[config.mk]
export PLATFORM = sky130hd
export DESIGN_NAME = multicycle_controller
export DESIGN_NICKNAME = d
export VERILOG_FILES = /design/src/rtl/multicycle_controller.sv
export SDC_FILE = /design/constraint.sdc
export NUM_CORES = 1
export LEC_CHECK = 0
export ABC_AREA = 1
export BUFFER_PORTS_ARGS = -buffer_cell sky130_fd_sc_hd__buf_2
export CAP_MARGIN = 20
export CELL_PAD_IN_SITES_DETAIL_PLACEMENT = 1
export CELL_PAD_IN_SITES_GLOBAL_PLACEMENT = 1
export CORE_MARGIN = 10
export CORE_UTILIZATION = 40
export CTS_CLUSTER_SIZE = 30
export DETAILED_ROUTE_END_ITERATION = 8
export GPL_ROUTABILITY_DRIVEN = 0
export PLACE_DENSITY_LB_ADDON = 0.1
export SETUP_SLACK_MARGIN = 0.05
export SLEW_MARGIN = 20
export SYNTH_ARGS = -nofsm -noshare
export SYNTH_HDL_FRONTEND = slang
export SYNTH_SLANG_ARGS = --single-unit
[constraint.sdc]
create_clock -name clk -period 3.4 [get_ports clk]
set_clock_uncertainty 0.2 [all_clocks]
set_input_delay 0 -clock clk [delete_from_list [all_inputs] [get_ports clk]]
set_output_delay 0 -clock clk [all_outputs]
set_load 0.03 [all_outputs]
[src/rtl/multicycle_controller.sv]
// Multicycle MIPS control FSM: sequences fetch/decode/execute/memory/writeback,
// drives datapath selects, counts retired instructions, flags illegal encodings.
module multicycle_controller #(
  parameter int OP_W  = 6,
  parameter int FN_W  = 6,
  parameter int CNT_W = 32
) (
  input  logic             clk,
  input  logic             reset,
  input  logic [OP_W-1:0]  opcode,
  input  logic [FN_W-1:0]  funct,
  input  logic             zero,
  output logic             dffEnable,
  output logic             irWrite,
  output logic             iOrD,
  output logic             memWrite,
  output logic             memToReg,
  output logic             regDst,
  output logic             writeEnable,
  output logic             aluSrcA,
  output logic [1:0]       aluSrcB,
  output logic [1:0]       pcSrc,
  output logic [3:0]       aluControl,
  output logic [CNT_W-1:0] instrCount,
  output logic             illegal
);

  typedef enum logic [3:0] {
    S_FETCH  = 4'd0,
    S_DECODE = 4'd1,
    S_MEMADR = 4'd2,
    S_MEMRD  = 4'd3,
    S_MEMWB  = 4'd4,
    S_MEMWR  = 4'd5,
    S_EXEC   = 4'd6,
    S_ALUWB  = 4'd7,
    S_BRANCH = 4'd8,
    S_ADDIEX = 4'd9,
    S_ADDIWB = 4'd10,
    S_JUMP   = 4'd11
  } state_t;

  localparam logic [OP_W-1:0] OP_RT   = OP_W'(6'b000000);
  localparam logic [OP_W-1:0] OP_LW   = OP_W'(6'b100011);
  localparam logic [OP_W-1:0] OP_SW   = OP_W'(6'b101011);
  localparam logic [OP_W-1:0] OP_BEQ  = OP_W'(6'b000100);
  localparam logic [OP_W-1:0] OP_ADDI = OP_W'(6'b001000);
  localparam logic [OP_W-1:0] OP_J    = OP_W'(6'b000010);

  localparam logic [FN_W-1:0] FN_ADD = FN_W'(6'b100000);
  localparam logic [FN_W-1:0] FN_SUB = FN_W'(6'b100010);
  localparam logic [FN_W-1:0] FN_AND = FN_W'(6'b100100);
  localparam logic [FN_W-1:0] FN_OR  = FN_W'(6'b100101);
  localparam logic [FN_W-1:0] FN_SLT = FN_W'(6'b101010);

  localparam logic [3:0] ALU_AND = 4'b0000;
  localparam logic [3:0] ALU_OR  = 4'b0001;
  localparam logic [3:0] ALU_ADD = 4'b0010;
  localparam logic [3:0] ALU_SUB = 4'b0110;
  localparam logic [3:0] ALU_SLT = 4'b0111;

  state_t     state;
  state_t     next;
  logic       bad;
  logic       retire;
  logic [3:0] fn_alu;
  logic       fn_ok;

  always_comb begin
    fn_alu = ALU_ADD;
    fn_ok  = 1'b1;
    case (funct)
      FN_ADD:  fn_alu = ALU_ADD;
      FN_SUB:  fn_alu = ALU_SUB;
      FN_AND:  fn_alu = ALU_AND;
      FN_OR:   fn_alu = ALU_OR;
      FN_SLT:  fn_alu = ALU_SLT;
      default: fn_ok  = 1'b0;
    endcase
  end

  always_comb begin
    next   = S_FETCH;
    bad    = 1'b0;
    retire = 1'b0;
    case (state)
      S_FETCH: next = S_DECODE;
      S_DECODE: begin
        case (opcode)
          OP_LW, OP_SW: next = S_MEMADR;
          OP_RT:        next = S_EXEC;
          OP_BEQ:       next = S_BRANCH;
          OP_ADDI:      next = S_ADDIEX;
          OP_J:         next = S_JUMP;
          default:      bad  = 1'b1;
        endcase
      end
      S_MEMADR: next = (opcode == OP_SW) ? S_MEMWR : S_MEMRD;
      S_MEMRD:  next = S_MEMWB;
      S_EXEC: begin
        next = S_ALUWB;
        bad  = ~fn_ok;
      end
      S_ADDIEX: next = S_ADDIWB;
      S_MEMWB, S_MEMWR, S_ALUWB,
      S_ADDIWB, S_BRANCH, S_JUMP: retire = 1'b1;
      default: next = S_FETCH;
    endcase
  end

  always_ff @(posedge clk or negedge reset) begin
    if (!reset) begin
      state      <= S_FETCH;
      instrCount <= '0;
      illegal    <= 1'b0;
    end else begin
      state <= next;
      if (retire) instrCount <= instrCount + CNT_W'(1);
      if (bad) illegal <= 1'b1;
    end
  end

  // Gated by reset so strobes drop the instant reset asserts.
  always_comb begin
    dffEnable   = 1'b0;
    irWrite     = 1'b0;
    iOrD        = 1'b0;
    memWrite    = 1'b0;
    memToReg    = 1'b0;
    regDst      = 1'b0;
    writeEnable = 1'b0;
    aluSrcA     = 1'b0;
    aluSrcB     = 2'b00;
    pcSrc       = 2'b00;
    aluControl  = ALU_AND;
    if (reset) begin
      case (state)
        S_FETCH: begin
          irWrite    = 1'b1;
          dffEnable  = 1'b1;
          aluSrcB    = 2'b01;
          aluControl = ALU_ADD;
        end
        S_DECODE: begin
          aluSrcB    = 2'b11;
          aluControl = ALU_ADD;
        end
        S_MEMADR, S_ADDIEX: begin
          aluSrcA    = 1'b1;
          aluSrcB    = 2'b10;
          aluControl = ALU_ADD;
        end
        S_MEMRD: iOrD = 1'b1;
        S_MEMWB: begin
          memToReg    = 1'b1;
          writeEnable = 1'b1;
        end
        S_MEMWR: begin
          iOrD     = 1'b1;
          memWrite = 1'b1;
        end
        S_EXEC: begin
          aluSrcA    = 1'b1;
          aluControl = fn_alu;
        end
        S_ALUWB: begin
          regDst      = 1'b1;
          writeEnable = 1'b1;
        end
        S_BRANCH: begin
          aluSrcA    = 1'b1;
          aluControl = ALU_SUB;
          pcSrc      = 2'b01;
          dffEnable  = zero;
        end
        S_ADDIWB: writeEnable = 1'b1;
        S_JUMP: begin
          pcSrc     = 2'b10;
          dffEnable = 1'b1;
        end
        default: ;
      endcase
    end
  end

endmodule

==> metrics.yaml, run 1 <==
hp-start: "funct[4]"
ys_ff_latch: 37
cts_tree: "yes"
start_util_pct: 41.1
pwr-share-seq_pct: 40.6
sw_frac_of_total_pct: 40.9
setup_violations: 0
area_growth_pct: 22.2
synth.distinct_cells: 30
clkSlewWorstSetupHoldPaths_ns: 0.07
n_antenna_cell: 0
layout_common_cells: "nand2_1, buf_2, nor2_1"
timing.final.crit_share_pct: 66.2
relSlewSlack_pct: 65.7
p_int_uw: 762
cts_htree_levels: 2
critPathKind: "in -> reg"
portBuffers: 62
ios: 64
routed_wl_um: 7220
syn-cell-area_um2: 2430
tightest_slew_ns: 0.515
fin_util_pct: 50.2
dr.pass1.iters: 4
cp_cell_sequence: "dlygate4sd3_1 -> buf_2 -> nor2_1 -> nand4_1 -> dlygate4sd3_1 -> nand2_1 -> nand2_1 -> nand2_1 -> dlygate4sd3_1"
synthCells: 351
avgRoutedWirePerCell_um: 14.4
critPathMaxStageDelay_ns: 0.58
endpoint_kind: "flip-flop"
overflow: 0
power_frac_clock_pct: 24.9
tritoncts_num_sinks: 37
fmax_mhz: 445
critPathSlowestCell: "dlygate4sd3_1"
worst_setup_path_start_kind: "input port"
synth_area_leaders: "dfrtp_1, nand2_1, nor2_1"
fin_crit_ns: 2.25
drv_slew: 0
layout_commonest_cell: "nand2_1"
fp.dieArea_um2: 9600
p_per_area_nw_per_um2: 434
whs_ns: -0.00865
status: "complete, but fails checks"
p_leak_nw: 1.50
pwr-share-comb_pct: 34.5
synth_area_per_cell_um2: 6.93
layout.nets: 441
syn_nets: 367
ys_warn_count: 0
crit_start: "opcode[2]"
synth_top_area_cell: "dfrtp_1"
r2r-start: "state[0]"
hold_class: "in -> reg"
p_sw_uw: 528
drt_iter0_drc: 69
hold_viol_final: 1
grt_max_degree: 41
clock_path_buffers: 2
drive_gt1_share_pct: 20.2
rsz0062_at_grt: "no"
die_w_um: 98.0
max-cap-violations: 0
die_y_um: 98.0
placementRows: 28
track_usage_pct: 14.9
detail-route-antenna-nets: 0
synth-seq-area-share_pct: 38.1
grt_pass1_wl_um: 12200
grt_antenna_before_repair: 0
clock_insertion_delay_worst_skew_ns: 0.29
first_global_vias: 2562
worst_ep_arrival_time_ns: 2.28
cts-buffers-inserted: 5
cp.required_ns: 3.43
root_buffer: "clkbuf_8"
fp.coreArea_um2: 5920
finalPower_mw: 1.29
vias: 2460
routed_via_density: 4.92
synth_top_area_share_pct: 38.1
hpwl_um: 5760
worstPathMaxFanout: 3
tns_ns: 0
failed_checks: "negative hold slack"
postCtsSetupBuffers: 0
drc: 0
ir_worst_vdd_v: 0.000273
[cells in the mapped netlist]
cell,count
nand4_1,11
nand3_4,1
nor3_1,9
clkbuf_1,1
nand2_1,100
nand2_2,2
nor4_1,1
buf_4,2
a21boi_0,2
nor2_4,3
nor2_1,58
dfrtp_1,37
buf_12,1
nor3_2,1
nor2_2,6
nand3_1,28
nand3b_1,6
inv_4,1
ha_1,1
o21ai_0,4
a21oi_1,5
a31oi_1,2
o31ai_1,1
inv_2,1
xor2_1,6
o22ai_1,1
nand2_4,2
conb_1,1
xnor2_1,11
inv_1,46
[per-stage QoR]
step / cells / instance area, µm² / setup slack (ns)
floorplan: 351 / 2430 / 1.55
global placement: 485 / 2800 / 1.55
detailed placement: 485 / 2800 / 1.53
CTS: 500 / 2970 / 1.18
global route: 500 / 2970 / 1.07
finish: 500 / 2970 / 1.15
[critical path, delay by kind of cell]
| family | cells | cell delay (ns) |
|---|---|---|
| simple gates | 5 | 0.47 |
| buf+inv | 4 | 1.82 |
[layer usage]
metal	GRT usage, %	wire [µm]	vias up
li1	-	-	1244
met1	17.2	3140	1177
met2	26.7	3700	32
met3	3.31	303	7
met4	4.25	68	0
met5	0	0	-
[final cells by class]
class | count | area [µm²]
fill | 799 | 2950
multi-input combinational | 262 | 1280
sequential | 37 | 926
timing repair buffer | 71 | 398
inverter | 48 | 183
tap | 75 | 93.8
clock buffer | 7 | 86.3
[registers in the layout (all words and copies together), names as in the netlist]
name	cells
illegal	1
instrCount	32
state	4
[timing repair]
item,CTS,global route
hold buffers,8,0
resized for setup,0,0
hold endpoints to repair,42,0
[worst paths after layout]
check | end | cells past startpoint | slack (ns)
max | state[1] | 9 | 1.15
min | illegal | 7 | -0.009
max reg2reg | state[1] | 8 | 1.40
min reg2reg | instrCount[31] | 2 | 0.30
max in group asynchronous | state[1] | 3 | 2.54
min in group asynchronous | instrCount[2] | 3 | 0.10
[power groups by stage]
stage	clock network (mW)	logic [mW]	registers, mW
after floorplan	0	0.293	0.560
after global placement	0	0.434	0.532
after detailed placement	0	0.440	0.533
after CTS	0.331	0.452	0.525
after global routing	0.344	0.495	0.532
final	0.321	0.445	0.524
[cell families (layout without fill, tap and decap cells)]
group                      count (synthesis)  count (layout)  share of synthesized area (%)
adders and majority gates                  1               1                          0.515
other                                      1               1                          0.154
buffers and inverters                     52             126                           9.11
xor gates and xnor gates                  17              17                           6.12
DFF                                       37              37                           38.1
AOI/OAI and AO/OA                         15              15                           3.55
and+or+nand+nor                          228             228                           42.5
(Power assumes the default switching activity.)
==> inputs of run 2 (changes only) <==
--- a/config.mk
+++ b/config.mk
@@ -11,7 +11,7 @@
 export CELL_PAD_IN_SITES_DETAIL_PLACEMENT = 1
 export CELL_PAD_IN_SITES_GLOBAL_PLACEMENT = 1
 export CORE_MARGIN = 10
-export CORE_UTILIZATION = 40
+export CORE_UTILIZATION = 37
 export CTS_CLUSTER_SIZE = 30
 export DETAILED_ROUTE_END_ITERATION = 8
 export GPL_ROUTABILITY_DRIVEN = 0
==> constraint.sdc (replaced) <==
create_clock -name clk -period 2.1 [get_ports clk]
set_clock_uncertainty 0.2 [all_clocks]
set_input_delay 0 -clock clk [delete_from_list [all_inputs] [get_ports clk]]
set_output_delay 0 -clock clk [all_outputs]
set_load 0.03 [all_outputs]
==> metrics.yaml, run 2 (synthesis results as in run 1) <==
status: "finished, final reports clean"
fp.dieArea_um2: 10200
drive_gt1_share_pct: 21.4
vias: 2528
start_util_pct: 38.3
fp.coreArea_um2: 6350
critical_path.top_delay_family: "compound AO/OA/AOI/OAI gates"
cts-buffers-inserted: 5
critPathKind: "reg -> out"
worst_setup_path_start_kind: "flip-flop"
final_cells: 507
layout_common_cells: "nand2_1, buf_2, nor2_1"
fmax_mhz: 522
area_growth_pct: 25.4
hp-start: "opcode[5]"
clock_path_buffers: 2
crit_start: "state[1]"
endpoint: "aluSrcA"
critPathMaxStageDelay_ns: 0.42
clkSlewWorstSetupHoldPaths_ns: 0.07
post-place-cells: 490
overflow: 0
critPathSlowestCell: "dfrtp_1"
clock_insertion_delay_worst_skew_ns: 0.30
grt_max_degree: 25
drc: 0
fin_crit_ns: 1.92
tns_ns: 0
drv_slew: 0
p_per_area_nw_per_um2: 739
worstPathMaxFanout: 5
cts_tree: "yes"
ios: 64
r2r-start: "instrCount[0]"
track_usage_pct: 15.0
hold_viol_final: 0
setup_violations: 0
ir_worst_vdd_v: 0.000316
die_w_um: 101
r2r-end: "instrCount[22]"
layout_commonest_cell: "nand2_1"
detail-route-antenna-nets: 0
grt_pass1_wl_um: 12500
placementRows: 29
n_antenna_cell: 0
endpoint_kind: "primary output"
fillers: 851
cp.required_ns: 1.90
worst_ep_arrival_time_ns: 1.72
crit_buf_inv: 2
cp_cell_sequence: "inv_1 -> nand2_1 -> o31ai_1 -> nor2_1 -> a21oi_1 -> buf_2"
p_leak_nw: 1.53
drt_iter0_drc: 58
rr_worst_depth: 8
largest_register: "instrCount"
avgRoutedWirePerCell_um: 14.9
grt_antenna_before_repair: 0
reg_top3: "instrCount: 32 flops, state: 4 flops, illegal: 1 flops"
hold_class: "in -> reg"
routed_via_density: 4.99
hold_depth: 6
tritoncts_num_sinks: 37
dr.pass1.iters: 4
multi_input_area_um2: 1290
cts_htree_levels: 2
max-cap-violations: 0
register_area_um2: 927
root_buffer: "clkbuf_8"
die_y_um: 101
layout.nets: 445
routed_wl_um: 7560
ff2ff_setup_slack_ns: 0.28
path_depth: 6
hpwl_um: 6110
first_global_vias: 2581
timing.final.crit_share_pct: 91.2
largest_reg_flops: 32
portBuffers: 62
rsz0062_at_grt: "yes"
==> run 2: worst min path at each step <==
stage and end:
2_1_floorplan illegal, 3_3_place_gp instrCount[5], 3_5_place_dp instrCount[3], 4_1_cts state[1]
5_1_grt state[1], 6_report state[1]
==> run 2: worst reg2reg max path, cell delays in order, from the launching register on <==
cell	delay, ns
dfrtp_1	0.42
ha_1	0.22
nand3_1	0.09
nor2_1	0.17
nand2_1	0.13
nor3_2	0.30
nand2_1	0.09
nand2_1	0.07
nand2_1	0.04
==> run 2: layer usage <==
layer | up-vias | GRT usage, % | wire length (µm) | share of wire, %
li1 | 1269 | - | - | -
met1 | 1204 | 18.4 | 3320 | 44
met2 | 49 | 25.4 | 3770 | 50
met3 | 6 | 4.18 | 423 | 5.6
met4 | 0 | 3.32 | 51 | 0.67
met5 | - | 0 | 0 | 0
==> run 2: through the flow <==
stage	setup WS [ns]	area [µm²]	hold slack [ns]	util, %	total power [mW]
2_1_floorplan	0.248	2430	-0.496	-	1.38
3_3_place_gp	0.226	2830	-0.188	44.6	1.59
3_5_place_dp	0.194	2830	-0.190	44.6	1.60
4_1_cts	0.126	3040	0.0156	47.8	2.27
5_1_grt	0.0208	3050	0.0380	48.0	2.39
6_report	0.184	3050	0.0125	48.0	2.25
==> run 2: where the power goes <==
| group | switching [mW] | total (mW) | internal, mW |
|---|---|---|---|
| sequential | 0.0737 | 0.843 | 0.770 |
| combinational | 0.546 | 0.751 | 0.206 |
| clock | 0.269 | 0.656 | 0.387 |
| total | 0.888 | 2.25 | 1.36 |
==> run 2: repair_timing <==
item | 4_1_cts | 5_1_grt
endpoints found under the hold margin | 41 | 0
setup buffers | 0 | 0
hold buffers | 9 | 0
gates resized for setup | 0 | 3
endpoints found under the setup margin | 0 | 7
==> run 2: area by class of cell <==
cell class	instances	share of cell area, %
Clock buffer	7	2.83
Clock inverter	1	0.985
Inverter	48	5.99
Multi-Input combinational cell	262	42.5
Sequential cell	37	30.4
Tap cell	77	3.16
Timing Repair Buffer	75	14.1
==> inputs of run 3 (changes only) <==
--- a/config.mk
+++ b/config.mk
@@ -10,6 +10,7 @@
 export CAP_MARGIN = 20
 export CELL_PAD_IN_SITES_DETAIL_PLACEMENT = 1
 export CELL_PAD_IN_SITES_GLOBAL_PLACEMENT = 1
+export CORE_ASPECT_RATIO = 0.7
 export CORE_MARGIN = 10
 export CORE_UTILIZATION = 37
 export CTS_CLUSTER_SIZE = 30
==> metrics.yaml, run 3 (synthesis results as in run 1) <==
drc: 0
routed_wl_um: 7610
overflow: 0
hpwl_um: 6020
avgRoutedWirePerCell_um: 14.9
tritoncts_num_sinks: 37
rr_worst_depth: 9
cp.required_ns: 2.08
clock_insertion_delay_worst_skew_ns: 0.29
crit_start: "state[3]"
die_w_um: 117
largest_register: "instrCount"
die_y_um: 87.8
root_buffer: "clkbuf_8"
postCtsSetupBuffers: 0
drt_iter0_drc: 103
fp.coreArea_um2: 6310
status: "finished, final reports clean"
relSlewSlack_pct: 57.6
max-cap-violations: 0
clock_path_buffers: 2
detail-route-antenna-nets: 0
vias: 2481
worst_setup_path_start_kind: "flip-flop"
endpoint: "instrCount[31]"
worstPathMaxFanout: 24
track_usage_pct: 15.4
critPathKind: "reg -> reg"
r2r-end: "instrCount[31]"
reg_top3: "instrCount: 32 flops, state: 4 flops, illegal: 1 flops"
drive_gt1_share_pct: 21.8
grt_pass1_wl_um: 12600
finalPower_mw: 2.26
layout_commonest_cell: "nand2_1"
grt_antenna_before_repair: 0
placementRows: 24
portBuffers: 62
layout_common_cells: "nand2_1, buf_2, nor2_1"
worst_ep_arrival_time_ns: 1.86
fp.dieArea_um2: 10300
timing.final.crit_share_pct: 89.2
ff2ff_setup_slack_ns: 0.23
routed_via_density: 4.87
clkSlewWorstSetupHoldPaths_ns: 0.07
drv_slew: 0
p_leak_nw: 1.55
cts_tree: "yes"
p_per_area_nw_per_um2: 734
ios: 64
tightest_slew_ns: 0.634
largest_reg_flops: 32
r2r-start: "state[3]"
area_growth_pct: 26.8
fin_util_pct: 48.9
start_util_pct: 38.6
n_antenna_cell: 0
first_global_vias: 2500
fmax_mhz: 534
tns_ns: 0
cts-buffers-inserted: 5
fillers: 845
endpoint_kind: "flip-flop"
rsz0062_at_grt: "no"
grt_max_degree: 25
hold_class: "in -> reg"
fin_crit_ns: 1.87
cts_htree_levels: 2
ir_worst_vdd_v: 0.000271
dr.pass1.iters: 4
setup_violations: 0
hold_viol_final: 0
layout.nets: 446
[run 3: repair_timing]
item                                    CTS  global route
hold endpoints to repair                 41             0
hold buffers                             11             0
resized for setup                         0             7
endpoints found under the setup margin    0             6
[run 3: how the worst min path moves through the flow]
stage / endpoint / cells after the start / slack, ns / from
floorplan: illegal / 0 / -0.50 / reset
global placement: instrCount[3] / 1 / -0.24 / reset
detailed placement: instrCount[3] / 1 / -0.24 / reset
CTS: illegal / 6 / 0.004 / funct[1]
global route: illegal / 6 / 0.06 / funct[1]
finish: state[1] / 6 / 0.007 / opcode[0]
[run 3: per-stage QoR]
stage	area, µm²	worst slack [ns]	hold WS [ns]	std cells
finish	3080	0.227	0.00703	509
global route	3080	0.0653	0.0565	509
CTS	3050	0.137	0.00377	509
detailed placement	2820	0.165	-0.236	490
global placement	2820	0.204	-0.242	490
floorplan	2430	0.248	-0.496	351
[run 3: final cells by class]
type / count / area (µm²) / area share, %
Inverter: 48 / 183 / 5.93
Timing Repair Buffer: 76 / 445 / 14.5
Sequential cell: 37 / 927 / 30.1
Clock inverter: 2 / 37.5 / 1.22
Multi-Input combinational cell: 262 / 1310 / 42.5
Tap cell: 78 / 97.6 / 3.17
Clock buffer: 6 / 82.6 / 2.68
[run 3: routing by layer]
| metal | vias to the layer above | track usage, % | share of wire [%] |
|---|---|---|---|
| met5 | - | 0 | 0 |
| met4 | 0 | 3.69 | 0.76 |
| met3 | 5 | 3.69 | 4.2 |
| met2 | 44 | 24.5 | 44 |
| met1 | 1172 | 20.6 | 51 |
| li1 | 1260 | - | - |
[run 3: critical path: stages, from the launching register on]
cell     delay [ns]
dfrtp_1        0.42
inv_1          0.12
nor2_4         0.15
nand2_1        0.16
nand2_8        0.22
inv_4          0.09
nor2_2         0.17
nand3_1        0.10
nand2_1        0.08
nand2_1        0.05
[run 3: power by group]
group,internal (mW),leakage [nW],switching [mW],total [mW]
Clock,0.386,0.0574,0.273,0.659
Sequential,0.770,0.502,0.0785,0.848
Combinational,0.209,0.990,0.547,0.756
